$ cat src/rtl/mem_pkg.sv
// Shared types, constants and helpers for the load/store unit and its lane logic.
// Optional build macro: LSU_MISALIGN_TRAP_EN (used by load_store_unit).
package mem_pkg;

    typedef logic [31:0] addr_t;
    typedef logic [31:0] data_t;

    localparam addr_t LEDR_ADDRESS = 32'h1000_0000;

    localparam logic [3:0] LANE_BYTE = 4'b0001;
    localparam logic [3:0] LANE_HALF = 4'b0011;
    localparam logic [3:0] LANE_WORD = 4'b1111;

    typedef enum logic [2:0] {
        Funct3Lb  = 3'b000,
        Funct3Lh  = 3'b001,
        Funct3Lw  = 3'b010,
        Funct3Lbu = 3'b100,
        Funct3Lhu = 3'b101
    } lsu_funct3_e;

    typedef enum logic [1:0] {
        StIdle,
        StIssue,
        StWait,
        StResp
    } lsu_state_e;

    function automatic logic lsu_legal(input logic write, input logic [2:0] funct3);
        if (write) begin
            return (funct3[2] == 1'b0) && (funct3[1:0] != 2'b11);
        end
        return !((funct3 == 3'b011) || (funct3 == 3'b110) || (funct3 == 3'b111));
    endfunction

    function automatic logic lsu_misaligned(input logic [2:0] funct3, input logic [1:0] off);
        case (funct3[1:0])
            2'b01:   return off[0];
            2'b10:   return off != 2'b00;
            default: return 1'b0;
        endcase
    endfunction

endpackage

$ cat src/rtl/load_store_unit_align.sv
// Combinational lane logic: store replication/strobes and load extraction/extension.
// Misaligned offsets are aligned down by only looking at the offset bits that matter.
module load_store_unit_align
    import mem_pkg::*;
(
    input  logic [1:0] st_size,
    input  logic [1:0] st_off,
    input  data_t      st_wdata,
    output data_t      st_data,
    output logic [3:0] st_we,
    input  logic [2:0] ld_funct3,
    input  logic [1:0] ld_off,
    input  data_t      ld_rdata,
    output data_t      ld_data
);

    always_comb begin
        st_data = st_wdata;
        st_we   = LANE_WORD;
        case (st_size)
            2'b00: begin
                st_data = {4{st_wdata[7:0]}};
                st_we   = LANE_BYTE << st_off;
            end
            2'b01: begin
                st_data = {2{st_wdata[15:0]}};
                st_we   = LANE_HALF << {st_off[1], 1'b0};
            end
            default: begin
                st_data = st_wdata;
                st_we   = LANE_WORD;
            end
        endcase
    end

    logic [7:0]  ld_byte;
    logic [15:0] ld_half;

    always_comb begin
        case (ld_off)
            2'd0:    ld_byte = ld_rdata[7:0];
            2'd1:    ld_byte = ld_rdata[15:8];
            2'd2:    ld_byte = ld_rdata[23:16];
            default: ld_byte = ld_rdata[31:24];
        endcase
        ld_half = ld_off[1] ? ld_rdata[31:16] : ld_rdata[15:0];
    end

    always_comb begin
        ld_data = ld_rdata;
        case (ld_funct3)
            Funct3Lb:  ld_data = {{24{ld_byte[7]}}, ld_byte};
            Funct3Lbu: ld_data = {24'h0, ld_byte};
            Funct3Lh:  ld_data = {{16{ld_half[15]}}, ld_half};
            Funct3Lhu: ld_data = {16'h0, ld_half};
            default:   ld_data = ld_rdata;
        endcase
    end

endmodule

$ cat src/rtl/load_store_unit.sv
// Single-outstanding load/store bus initiator: IDLE -> ISSUE -> WAIT (loads) -> RESP.
// Build macro LSU_MISALIGN_TRAP_EN turns misaligned accesses into error responses.
module load_store_unit
    import mem_pkg::*;
#(
    parameter int unsigned READ_LATENCY = 1
) (
    input  logic        clk,
    input  logic        reset_n,
    input  logic        req_valid,
    output logic        req_ready,
    input  logic        req_write,
    input  logic [2:0]  req_funct3,
    input  addr_t       req_addr,
    input  data_t       req_wdata,
    output logic        rsp_valid,
    output data_t       rsp_rdata,
    output logic        rsp_error,
    output addr_t       mem_address,
    output data_t       mem_write_data,
    output logic [3:0]  mem_write_enable,
    input  data_t       mem_read_data
);

    lsu_state_e state_q;
    logic       write_q;
    logic [2:0] funct3_q;
    logic [1:0] off_q;
    logic [2:0] wait_cnt_q;

    data_t      st_data;
    logic [3:0] st_we;
    data_t      ld_data;
    logic       trap;

`ifdef LSU_MISALIGN_TRAP_EN
    assign trap = lsu_misaligned(req_funct3, req_addr[1:0]);
`else
    assign trap = 1'b0;
`endif

    assign req_ready = (state_q == StIdle);

    load_store_unit_align u_align (
        .st_size   (req_funct3[1:0]),
        .st_off    (req_addr[1:0]),
        .st_wdata  (req_wdata),
        .st_data   (st_data),
        .st_we     (st_we),
        .ld_funct3 (funct3_q),
        .ld_off    (off_q),
        .ld_rdata  (mem_read_data),
        .ld_data   (ld_data)
    );

    always_ff @(posedge clk or negedge reset_n) begin
        if (!reset_n) begin
            state_q          <= StIdle;
            write_q          <= 1'b0;
            funct3_q         <= 3'b000;
            off_q            <= 2'b00;
            wait_cnt_q       <= 3'd0;
            mem_address      <= '0;
            mem_write_data   <= '0;
            mem_write_enable <= 4'b0000;
            rsp_valid        <= 1'b0;
            rsp_error        <= 1'b0;
            rsp_rdata        <= '0;
        end else begin
            case (state_q)
                StIdle: begin
                    if (req_valid) begin
                        write_q  <= req_write;
                        funct3_q <= req_funct3;
                        off_q    <= req_addr[1:0];
                        if (!lsu_legal(req_write, req_funct3) || trap) begin
                            // Rejected request: no bus activity, straight to an error response.
                            state_q   <= StResp;
                            rsp_valid <= 1'b1;
                            rsp_error <= 1'b1;
                            rsp_rdata <= '0;
                        end else begin
                            state_q     <= StIssue;
                            mem_address <= {req_addr[31:2], 2'b00};
                            if (req_write) begin
                                mem_write_data   <= st_data;
                                mem_write_enable <= st_we;
                            end
                        end
                    end
                end
                StIssue: begin
                    mem_write_enable <= 4'b0000;
                    if (write_q) begin
                        state_q   <= StResp;
                        rsp_valid <= 1'b1;
                        rsp_error <= 1'b0;
                        rsp_rdata <= '0;
                    end else begin
                        state_q    <= StWait;
                        wait_cnt_q <= 3'(READ_LATENCY - 1);
                    end
                end
                StWait: begin
                    if (wait_cnt_q == 3'd0) begin
                        state_q   <= StResp;
                        rsp_valid <= 1'b1;
                        rsp_error <= 1'b0;
                        rsp_rdata <= ld_data;
                    end else begin
                        wait_cnt_q <= wait_cnt_q - 3'd1;
                    end
                end
                default: begin
                    state_q   <= StIdle;
                    rsp_valid <= 1'b0;
                    rsp_error <= 1'b0;
                    rsp_rdata <= '0;
                end
            endcase
        end
    end

endmodule
$ cat config.mk
export PLATFORM = sky130hd
export DESIGN_NAME = load_store_unit
export DESIGN_NICKNAME = d
export VERILOG_FILES = /design/src/rtl/mem_pkg.sv /design/src/rtl/load_store_unit_align.sv /design/src/rtl/load_store_unit.sv
export SDC_FILE = /design/constraint.sdc
export NUM_CORES = 1
export LEC_CHECK = 0
export ABC_AREA = 1
export CORE_UTILIZATION = 40
export CTS_CLUSTER_SIZE = 20
export DETAILED_ROUTE_END_ITERATION = 10
export HOLD_SLACK_MARGIN = 0.08
export PLACE_DENSITY_LB_ADDON = 0.25
export SLEW_MARGIN = 20
export SYNTH_ARGS = -nofsm -noshare
export SYNTH_HDL_FRONTEND = slang
export SYNTH_SLANG_ARGS = --single-unit
$ cat constraint.sdc
create_clock -name clk -period 1.6 [get_ports clk]
set_input_delay 0.16 -clock clk [delete_from_list [all_inputs] [get_ports clk]]
set_output_delay 0.16 -clock clk [all_outputs]
set_load 0.01 [all_outputs]
; ---- Yosys cells after proc, flatten, opt, wreduce, memory -nomap -nowiden
; Index checks and enable logic that the tools add are counted.
[word_totals]
regBits = 111
out_inout_bits = 103
elab_cells = 90
inputBits = 103
[classes]
n_reduce_logical = 18
add_sub_neg = 1
eq_ne = 20
muxes = 37
bitwise = 1
shift = 2
[ops]
columns = cell, n
row1 = 2-to-1 mux 32 bit, 4
row2 = case mux 32 bit (4 select lines), 1
row3 = case mux 32 bit (3 select lines), 1
row4 = case mux 32 bit (2 select lines), 1
row5 = case mux 8 bit (3 select lines), 1
row6 = 2-to-1 mux 16 bit, 1
row7 = case mux 4 bit (2 select lines), 2
row8 = 2-to-1 mux 1 bit, 14
row9 = "!= test 2 bit, second input constant", 7
row10 = "equality test 3 bit, second input constant", 4
row11 = 2-to-1 mux 4 bit, 3
row12 = AND reduction 4 bit, 3
row13 = "equality test 2 x 1 -> 1 bit, second input constant", 3
row14 = logical NOT 2 bit, 3
row15 = logical NOT 3 bit, 2
row16 = 2-to-1 mux 2 bit, 3
row17 = 2-to-1 mux 3 bit, 2
row18 = case mux 1 bit (3 select lines), 2
row19 = case mux 2 bit (3 select lines), 1
row20 = case mux 3 bit (2 select lines), 1
row21 = AND reduction 3 bit, 2
row22 = "equality test 2 bit, second input constant", 2
row23 = "!= test 2 x 1 -> 1 bit, second input constant", 2
row24 = AND reduction 2 bit, 2
row25 = other kinds (10), 12

; ---- Longest topological paths before layout
; Gate-level depths: netlist of run 1.
[depth]
ltp_word = 10
ltp_mapped = 11
ltp_nobuf = 10

; ---- Modules after synthesis
; From an unflattened synthesis of run 1, not the netlist that was laid out.
[unflattened]
cells_unflattened = 873
area_unflattened_um2 = 6163.4
[by_module_without_submodules]
columns = module, cells_each, area_each_um2, seq_area_each_um2, instances
row1 = load_store_unit, 587, 4893.4, 2777.7, 1
row2 = load_store_unit_align, 286, 1270.0, 0.0, 1

; ---- Worst setup path before layout of run 1
; OpenSTA, ideal clock, no wires.
[synth_timing]
path_type = reg-to-reg
start = register state_q[0]
end = register mem_write_data[10]
n_path_buf = 2
arrival_time_ps = 1571
period_less_slack_ps = 1692
path_stages_with_launch = 10
required_ps = 1479
setup_ps = 121
setup_slack_ps = -92
path_cell_list = dfrtp_1 > inv_1 > ha_1 > nand2_2 > nor2_2 > nand3_2 > buf_6 > buf_2 > nand2_1 > o21ai_1
[synth_between]
elab_chain_len = 2
[synth_rtl]
columns = element, line
row1 = from (decl), load_store_unit.sv:25  ; lsu_state_e state_q;
row2 = from (signal assigned), load_store_unit.sv:58  ; state_q <= StIdle;
row3 = from (signal assigned), load_store_unit.sv:78  ; state_q <= StResp;
row4 = from (signal assigned), load_store_unit.sv:83  ; state_q <= StIssue;
row5 = logical NOT 2 bit, -
row6 = net req_ready, load_store_unit.sv:11  ; output logic req_ready,
row7 = AND reduction 4 bit (no line), -
row8 = to (signal assigned), load_store_unit.sv:86  ; mem_write_data <= st_data;
row9 = to (decl), load_store_unit.sv:20  ; output data_t mem_write_data,
; The timed path passes the listed nets, and every way through them passes these cells.
; A chain may end at the register's enable or synchronous reset.

; ---- Final worst setup path of run 1
[layout_timing]
start = register wait_cnt_q[0]
end = register rsp_rdata[24]
[layout_between]
elab_chain_len = 3
[layout_rtl]
columns = element, line
row1 = from (decl), load_store_unit.sv:29  ; logic [2:0] wait_cnt_q;
row2 = from (signal assigned), load_store_unit.sv:101  ; wait_cnt_q <= 3'(READ_LATENCY - 1);
row3 = from (signal assigned), load_store_unit.sv:111  ; wait_cnt_q <= wait_cnt_q - 3'd1;
row4 = logical NOT 3 bit, load_store_unit.sv:105  ; if (wait_cnt_q == 3'd0) begin
row5 = != test 2 bit (no line), -
row6 = AND reduction 4 bit (no line), -
row7 = to (signal assigned), load_store_unit.sv:109  ; rsp_rdata <= ld_data;
row8 = to (decl), load_store_unit.sv:17  ; output data_t rsp_rdata,
; No other way between the ends.

==> flow_summary.yaml, run 1 <==
status:
  run_status: "finished, violations left"
  violations: "negative setup slack"
final_layout:
  num_antenna_cells: 0
  drive_gt1_share_pct: 14.07
  syn_to_final_growth_pct: 57.61
  final_nets: 1050
synthesis:
  synth-edff-count: 0
  synth-main-ff-cell: "dfrtp_1"
  synth_compound_area_share_pct: 10.44
  synthTopCellsByCount: "nand2_1, dfrtp_1, nand3_1"
  syn_avg_cell_area_sq_um: 7.694
  synthArstFlopShare_pct: 100.0
  synth_area_sq_um: 5455
  synth-simple-area-share_pct: 30.37
  synthMuxAreaShare_pct: 0
  yosys.area_share.xor_xnor_pct: 0
  netlist.area_leader.share_pct: 50.92
  synth_warnings: 0
  synth_seq_cells: 111
  yosysSeqAreaShare_pct: 50.92
  synth_most_common_cell: "nand2_1"
  synth_top_family_by_area: "simple AND/OR/NAND/NOR gates"
  synth_fa_ha_area_share_pct: 1.606
  yosys.area.top_type: "dfrtp_1"
  synth.top_cells.by_area: "dfrtp_1, nand2_1, nand3_1"
  yosysUniqueCellTypes: 29
  syn-instance-count: 709
global_routing:
  grt_pass1_wl_um: 25900
  use_met3_pct: 6.998
  grt_usage_pct: 23.21
  overflow: 0
  grt_busiest_layer: "met2"
  met2_usage_pct: 35.34
  grtUsageMet1_pct: 31.27
  grt_pass1_vias: 5202
  antenna_found_initial: 0
  grt_start_max_net_pins: 41
hold_path:
  hold_class: "in2async"
die:
  ios: 206
  die_area_sq_um: 14110
  die_h_um: 118.8
  coreArea_sq_um: 13300
  start_util_pct: 41.03
  die_x_um: 118.8
  rows: 42
clocking:
  clock_latency_ns: 0.36
  clock-sinks: 111
  htree_levels: 3
  cts_buffers: 9
  path_clk_slew_ns: 0.08
  clockBufferDepth: 2
  cts_root_buffer: "clkbuf_16"
  cts_tree: "built"
worst_setup_path:
  start_kind: "register"
  path_class: "reg2reg"
  worstPathRequired_ns: 1.90
  worstPathArrival_ns: 1.92
  endpoint_kind: "register"
  path_max_fanout: 8
power_and_ir_drop:
  p_int_w: 0.009929
  clkPwrFrac_pct: 12.8
  leakage_nw: 4.082
  switching_share_pct: 40.08
  power_frac_comb_pct: 57.6
  p_total_w: 0.01657
  power_density_nw_per_um2: 1927
  pwr-share-seq_pct: 29.6
  p_switching_w: 0.006641
  peakVddDrop_uv: 982.2
sta:
  max_freq_ghz: 0.6170
  fin_crit_sh_pct: 101.3
  finalSetupViolCount: 8
  maxSlewViolCount: 0
  rsz0062_at_grt: "true"
  setup_slack_ns: -0.02069
  period_needed_ns: 1.621
  finClkSkew_ns: 0.006887
  hold_viol_final: 0
  finalSetupTns_ns: -0.06273
detailed_routing:
  drc: 0
  drt_pass1_iterations: 8
  routedWlPerCell_um: 14.77
  drtAntennaViolNets: 0
  drt-initial-drc-count: 275
  viasPerCell: 4.937
  wl_um: 16560
  vias: 5534
placed_design:
  post-place-ws_ns: -0.1253
  dp_hpwl_um: 11420
  io_buffers: 203
  place_congestion: 0.9176
job:
  cap_violations: 0
-- worst paths after layout --
kind                           startpoint                  to  slack (ns)  cells past startpoint
max in group asynchronous         reset_n  mem_write_data[30]        0.73                      3
min in group clk             req_addr[16]     mem_address[16]        0.35                      3
hold / removal                    reset_n       wait_cnt_q[1]        0.29                      2
setup reg to reg            wait_cnt_q[0]       rsp_rdata[24]       -0.02                     12
hold reg to reg            mem_address[4]      mem_address[4]        0.47                      2
setup / recovery            wait_cnt_q[0]       rsp_rdata[24]       -0.02                     12
-- cell type report --
| class | instances | area [sq um] |
|---|---|---|
| fillers | 1153 | 4697 |
| flip-flops and latches | 111 | 2780 |
| repair buffers | 259 | 2649 |
| multi-input cells | 525 | 2532 |
| clock buffers | 9 | 225.2 |
| well taps | 176 | 220.2 |
| inverters | 34 | 143.9 |
| clock inverters | 7 | 47.55 |
-- through the flow --
step | util [%] | cells | instance area [sq um] | hold WS, ns
detailed placement | 59.19 | 1089 | 7869 | 0.1266
floorplan | - | 710 | 5461 | -0.1356
global placement | 59.19 | 1089 | 7869 | 0.1295
CTS | 62.14 | 1109 | 8262 | 0.3082
finish | 64.67 | 1121 | 8598 | 0.2864
global route | 64.67 | 1121 | 8598 | 0.3305
-- power by group through the flow --
stage,clock [W],combinational [W],sequential [W]
2_1_floorplan,0,0.00356,0.00531
3_3_place_gp,0,0.00787,0.00487
3_5_place_dp,0,0.00796,0.00486
4_1_cts,0.00216,0.00854,0.00486
5_1_grt,0.00227,0.0104,0.00506
6_report,0.00212,0.00954,0.00491
-- critical path, stage by stage (launching register included) --
cell and delay (ns):
dfrtp_1 0.41, inv_2 0.09, ha_4 0.14, nand2_4 0.05
nand2_2 0.07, nand2_2 0.07, nor2_4 0.13, nand2_4 0.11
buf_12 0.15, buf_16 0.14, nor2_1 0.09, nand2_1 0.05
nand2_1 0.07
-- metal layers --
metal | vias to the layer above | routed length [um]
met1 | 2540 | 7213
met2 | 239 | 7563
li1 | 2726 | -
met4 | 0 | 316
met3 | 29 | 1465
met5 | - | 0
-- state kept, by name, summed over array words and instances (netlist names) --
register	flops
rsp_valid	1
mem_write_enable	4
mem_write_data	32
mem_address	30
rsp_error	1
off_q	2
wait_cnt_q	3
funct3_q	3
rsp_rdata	32
write_q	1
state_q	2
-- cells by family (layout without fill, tap and decap cells) --
kind of cell	Yosys count	after routing
and+or+nand+nor	409	409
DFF	111	111
AOI/OAI and AO/OA	107	107
buffers and inverters	74	309
adders and majority gates	7	7
other	1	2
-- placed cells by master, fill, tap and decap left out, drive strengths merged, types with 2 or more instances in the layout --
cell type | netlist | layout
clkbuf | 16 | 11
dfrtp | 111 | 111
nor2 | 48 | 48
conb | 1 | 2
or2 | 3 | 3
buf | 24 | 55
clkdlybuf4s50 | 0 | 201
clkinvlp | 0 | 3
a21oi | 26 | 26
o21ai | 68 | 68
clkinv | 1 | 4
ha | 7 | 7
nand3 | 63 | 63
inv | 33 | 34
a31oi | 10 | 10
nand2 | 293 | 293
-- timing repair --
action,4_1_cts,5_1_grt
pin swaps,0,18
gates resized for setup,15,66
hold buffers,1,0
endpoints found under the setup margin,38,69
buffers inserted,1,11
endpoints found under the hold margin,27,0
gates cloned,2,2
Power figures use the tool's default switching activity.
==> inputs of run 2 (changes only) <==
Settings changed: ABC_CLOCK_PERIOD_IN_PS set to 1600, SETUP_SLACK_MARGIN set to 0.15.
==> flow_summary.yaml, run 2 (synthesis results as in run 1) <==
status:
  run_status: "finished clean"
worst_setup_path:
  r2r_start: "state_q[1]"
  reg2reg_slack_ns: 0.007
  cp_slowest_cell: "dfrtp_1"
  r2r-end: "mem_write_data[18]"
  worstPathRequired_ns: 1.83
  critical-path-max-stage-delay_ns: 0.43
  crit_chain: "inv_2 > ha_4 > nand2_4 > nor2_4 > nand3_4 > inv_6 > buf_6 > clkbuf_16 > a31oi_1"
  worstPathArrival_ns: 1.82
  start_kind: "register"
  path_class: "reg2reg"
  path_max_fanout: 7
  endpoint_kind: "register"
  reg2reg_depth: 9
placed_design:
  post-place-ws_ns: -0.2242
  dp_hpwl_um: 11680
  place_congestion: 0.8755
  io_buffers: 203
  placed_cell_area_sq_um: 7949
  dp.cells: 1093
sta:
  fin_crit_sh_pct: 99.58
  period_needed_ns: 1.593
  finalSetupViolCount: 0
  finClkSkew_ns: 0.004782
  rsz0062_at_grt: "true"
  max_freq_ghz: 0.6277
  max-slew-margin-rel_pct: 65.76
  setup_slack_ns: 0.006780
  finalSetupTns_ns: 0
  worstMarginPinSlew_ns: 0.5136
  hold_viol_final: 0
  maxSlewViolCount: 0
die:
  coreArea_sq_um: 13300
  ios: 206
  die_area_sq_um: 14110
  die_h_um: 118.8
  start_util_pct: 41.03
  die_x_um: 118.8
  rows: 42
global_routing:
  antenna_found_initial: 0
  grt_start_max_net_pins: 37
  overflow: 0
  grt_pass1_vias: 5332
  grt_usage_pct: 24.21
  grt_pass1_wl_um: 26780
final_layout:
  drive_gt1_share_pct: 17.17
  num_antenna_cells: 0
  final_cell_mix: "nand2_1, clkdlybuf4s50_1, dfrtp_1"
  layout_commonest_cell: "nand2_1"
  final_nets: 1061
  syn_to_final_growth_pct: 66.93
  final_cells: 1131
  finalInstanceArea_sq_um: 9106
  reg_top3: "mem_write_data x32, rsp_rdata x32, mem_address x30"
clocking:
  clock-sinks: 111
  cts_root_buffer: "clkbuf_16"
  cts_tree: "built"
  htree_levels: 3
  cts_buffers: 9
  clockBufferDepth: 2
  clock_latency_ns: 0.35
  path_clk_slew_ns: 0.07
power_and_ir_drop:
  power_density_nw_per_um2: 1822
  leakage_nw: 4.846
  p_total_w: 0.01659
  peakVddDrop_uv: 954.5
hold_path:
  hold_class: "in2async"
detailed_routing:
  viasPerCell: 4.980
  vias: 5632
  drtAntennaViolNets: 0
  wl_um: 17500
  drt-initial-drc-count: 343
  drt_pass1_iterations: 5
  routedWlPerCell_um: 15.47
  drc: 0
job:
  cap_violations: 0
## run 2: layout make-up
class | instances | area (sq um)
clock buffers | 12 | 246.5
clock inverters | 3 | 67.56
fillers | 1042 | 4189
inverters | 34 | 160.2
multi-input cells | 525 | 2670
flip-flops and latches | 111 | 2779
well taps | 176 | 220.2
repair buffers | 270 | 2963
## run 2: how the worst max path moves through the flow
stage                        from                  to  cells past startpoint
detailed placement  req_funct3[1]      mem_address[5]                      8
finish                 state_q[1]  mem_write_data[18]                      9
floorplan              state_q[0]       rsp_rdata[18]                     11
CTS                    state_q[1]       rsp_rdata[22]                     10
global route           state_q[1]        rsp_rdata[2]                      9
global placement    req_funct3[1]     mem_address[10]                      8
## run 2: repair_timing
action | 4_1_cts | 5_1_grt
setup buffers | 9 | 2
gates cloned | 5 | 6
resized for setup | 43 | 119
setup endpoints to repair | 113 | 151
pin swaps | 8 | 19
endpoints found under the hold margin | 31 | 0
hold buffers | 1 | 0
## run 2: where the power goes
part	internal, W	leakage [nW]	switching (W)	total, W
clock network	0.00141	0.149	0.000989	0.00240
logic	0.00449	3.29	0.00479	0.00928
registers	0.00409	1.41	0.000818	0.00491
total	0.00999	4.85	0.00660	0.0166
## run 2: per-stage QoR
stage	hold slack [ns]	util, %
6_report	0.3329	68.49
5_1_grt	0.3621	68.49
4_1_cts	0.3536	64.37
3_5_place_dp	0.1759	59.79
3_3_place_gp	0.1708	59.79
2_1_floorplan	-0.1356	-
## run 2: layer usage
metal  wire length, um  share of wire, %  track usage, %
met1              7505                43           32.58
met2              8224                47           37.35
met3              1533               8.8           7.819
met4               231               1.3           6.725
met5                 0                 0               0
## run 2: worst max-delay path, delay by kind of cell, from the launching register on
family	cells	cell delay (ns)
AOI/OAI and AO/OA	1	0.07
and+or+nand+nor	3	0.29
adders and majority gates	1	0.18
buffers and inverters	4	0.51
DFF	1	0.43
==> inputs of run 3 (changes only) <==
Settings changed: CORE_MARGIN set to 2, CORE_UTILIZATION 40 to 41, CTS_BUF_LIST set to sky130_fd_sc_hd__clkbuf_4 sky130_fd_sc_hd__clkbuf_8.
==> flow_summary.yaml, run 3 (synthesis results as in run 1) <==
power_and_ir_drop:
  p_switching_w: 0.006328
  power_frac_comb_pct: 56.1
  switching_share_pct: 42.16
  peakVddDrop_uv: 987.6
  pwr-share-seq_pct: 32.4
  power_density_nw_per_um2: 1745
  leakage_nw: 4.515
  clkPwrFrac_pct: 11.5
  p_int_w: 0.008681
worst_setup_path:
  worstPathArrival_ns: 1.86
  path_class: "reg2reg"
  start_kind: "register"
  r2r-end: "mem_write_data[25]"
  endpoint_kind: "register"
  path_max_fanout: 5
  worstPathRequired_ns: 1.88
  r2r_start: "state_q[1]"
  crit_chain: "inv_2 > ha_4 > nand2_4 > nor2_4 > nand3_4 > buf_6 > clkbuf_16 > nand2_2 > o21ai_1"
  reg2reg_depth: 9
  cp_slowest_cell: "dfrtp_1"
  critical-path-max-stage-delay_ns: 0.45
  reg2reg_slack_ns: 0.01
placed_design:
  place_congestion: 0.9337
  dp_hpwl_um: 11540
  io_buffers: 203
  post-place-ws_ns: -0.1492
clocking:
  cts_tree: "built"
  cts_root_buffer: "clkbuf_8"
  clock_latency_ns: 0.38
  htree_levels: 3
  path_clk_slew_ns: 0.10
  clock-sinks: 111
  clockBufferDepth: 2
  cts_buffers: 9
die:
  die_x_um: 119.4
  die_h_um: 119.4
  coreArea_sq_um: 13140
  rows: 42
  die_area_sq_um: 14240
  ios: 206
  start_util_pct: 41.52
final_layout:
  reg_top3: "mem_write_data x32, rsp_rdata x32, mem_address x30"
  num_antenna_cells: 0
  final_cell_mix: "nand2_1, dfrtp_1, clkdlybuf4s50_1"
  seqCellArea_sq_um: 2779
  syn_to_final_growth_pct: 57.71
  fill_cells: 1133
  multi_input_area_sq_um: 2552
  layout_commonest_cell: "nand2_1"
  final_nets: 1056
  drive_gt1_share_pct: 15.17
detailed_routing:
  wl_um: 17240
  drtAntennaViolNets: 0
  routedWlPerCell_um: 15.32
  drt-initial-drc-count: 407
  vias: 5691
  drt_pass1_iterations: 5
  viasPerCell: 5.059
  drc: 0
sta:
  finClkSkew_ns: 0.009478
  setup_slack_ns: 0.01166
  fin_crit_sh_pct: 99.27
  finalSetupTns_ns: 0
  max_freq_ghz: 0.6296
  rsz0062_at_grt: "true"
  finalSetupViolCount: 0
  maxSlewViolCount: 0
  period_needed_ns: 1.588
  hold_viol_final: 0
global_routing:
  grt_start_max_net_pins: 38
  overflow: 0
  grt_usage_pct: 23.04
  grt_pass1_wl_um: 26200
  grt_pass1_vias: 5265
  antenna_found_initial: 0
status:
  run_status: "finished clean"
job:
  cap_violations: 0
hold_path:
  hold_class: "in2async"
-- run 3: changes by cell type in the layout (fill, tap and decap cells not counted), moves of 6 or more --
cell	delta
nand3_1	+6
clkdlybuf4s50_1	-49
clkbuf_16	-6
nand3_2	-6
dlygate4sd2_1	+86
dlymetal6s2s_1	-38
clkbuf_8	+9
-- run 3: timing repair --
action,4_1_cts,5_1_grt
buffers inserted,2,6
gates resized for setup,112,80
setup endpoints to repair,163,114
gates cloned,1,10
hold buffers,1,0
pin swaps,5,8
endpoints found under the hold margin,81,0
-- run 3: worst max-delay path, delay by kind of cell (launching register included) --
family / cells / cell delay, ns
AOI/OAI and AO/OA: 1 / 0.05
adders and majority gates: 1 / 0.18
buffers and inverters: 3 / 0.44
DFF: 1 / 0.45
and+or+nand+nor: 4 / 0.36
-- run 3: per-stage QoR --
stage	instances	cell area, sq um	power, W	util, %	hold WS (ns)
2_1_floorplan	710	5549	0.009173	-	-0.1356
3_3_place_gp	1091	7921	0.01287	60.30	0.1215
3_5_place_dp	1091	7921	0.01294	60.30	0.1231
4_1_cts	1109	8110	0.01431	61.73	0.2557
5_1_grt	1125	8603	0.01617	65.49	0.2690
6_report	1125	8603	0.01501	65.49	0.2540
-- run 3: cell type report --
type | count | share of cell area (%)
Tap cell | 176 | 2.560
Inverter | 34 | 1.803
Clock inverter | 3 | 0.5236
Timing Repair Buffer | 265 | 31.46
Sequential cell | 111 | 32.30
Multi-Input combinational cell | 525 | 29.67
Clock buffer | 11 | 1.687
-- run 3: how the worst max path moves through the flow --
stage / start / endpoint / slack [ns]
floorplan: state_q[0] / rsp_rdata[18] / 0.1
CTS: state_q[1] / rsp_rdata[17] / 0.05
finish: state_q[1] / mem_write_data[25] / 0.01
global route: state_q[1] / mem_write_data[18] / -0.09
global placement: req_funct3[1] / mem_write_data[10] / -0.10
detailed placement: req_funct3[1] / mem_write_data[12] / -0.15
-- run 3: power groups by stage --
| stage | clock [W] | combinational (W) | sequential [W] |
|---|---|---|---|
| after detailed placement | 0 | 0.00808 | 0.00486 |
| final | 0.00172 | 0.00841 | 0.00487 |
| after global placement | 0 | 0.00800 | 0.00487 |
| after floorplan | 0 | 0.00385 | 0.00533 |
| after CTS | 0.00175 | 0.00775 | 0.00481 |
| after global routing | 0.00187 | 0.00927 | 0.00503 |
-- run 3: routing by layer --
layer | track usage, % | vias up | wire [um]
met5 | 0 | - | 0
met4 | 7.721 | 0 | 297
met3 | 7.471 | 26 | 1582
met2 | 35.67 | 238 | 7910
met1 | 30.64 | 2687 | 7445
li1 | - | 2740 | -
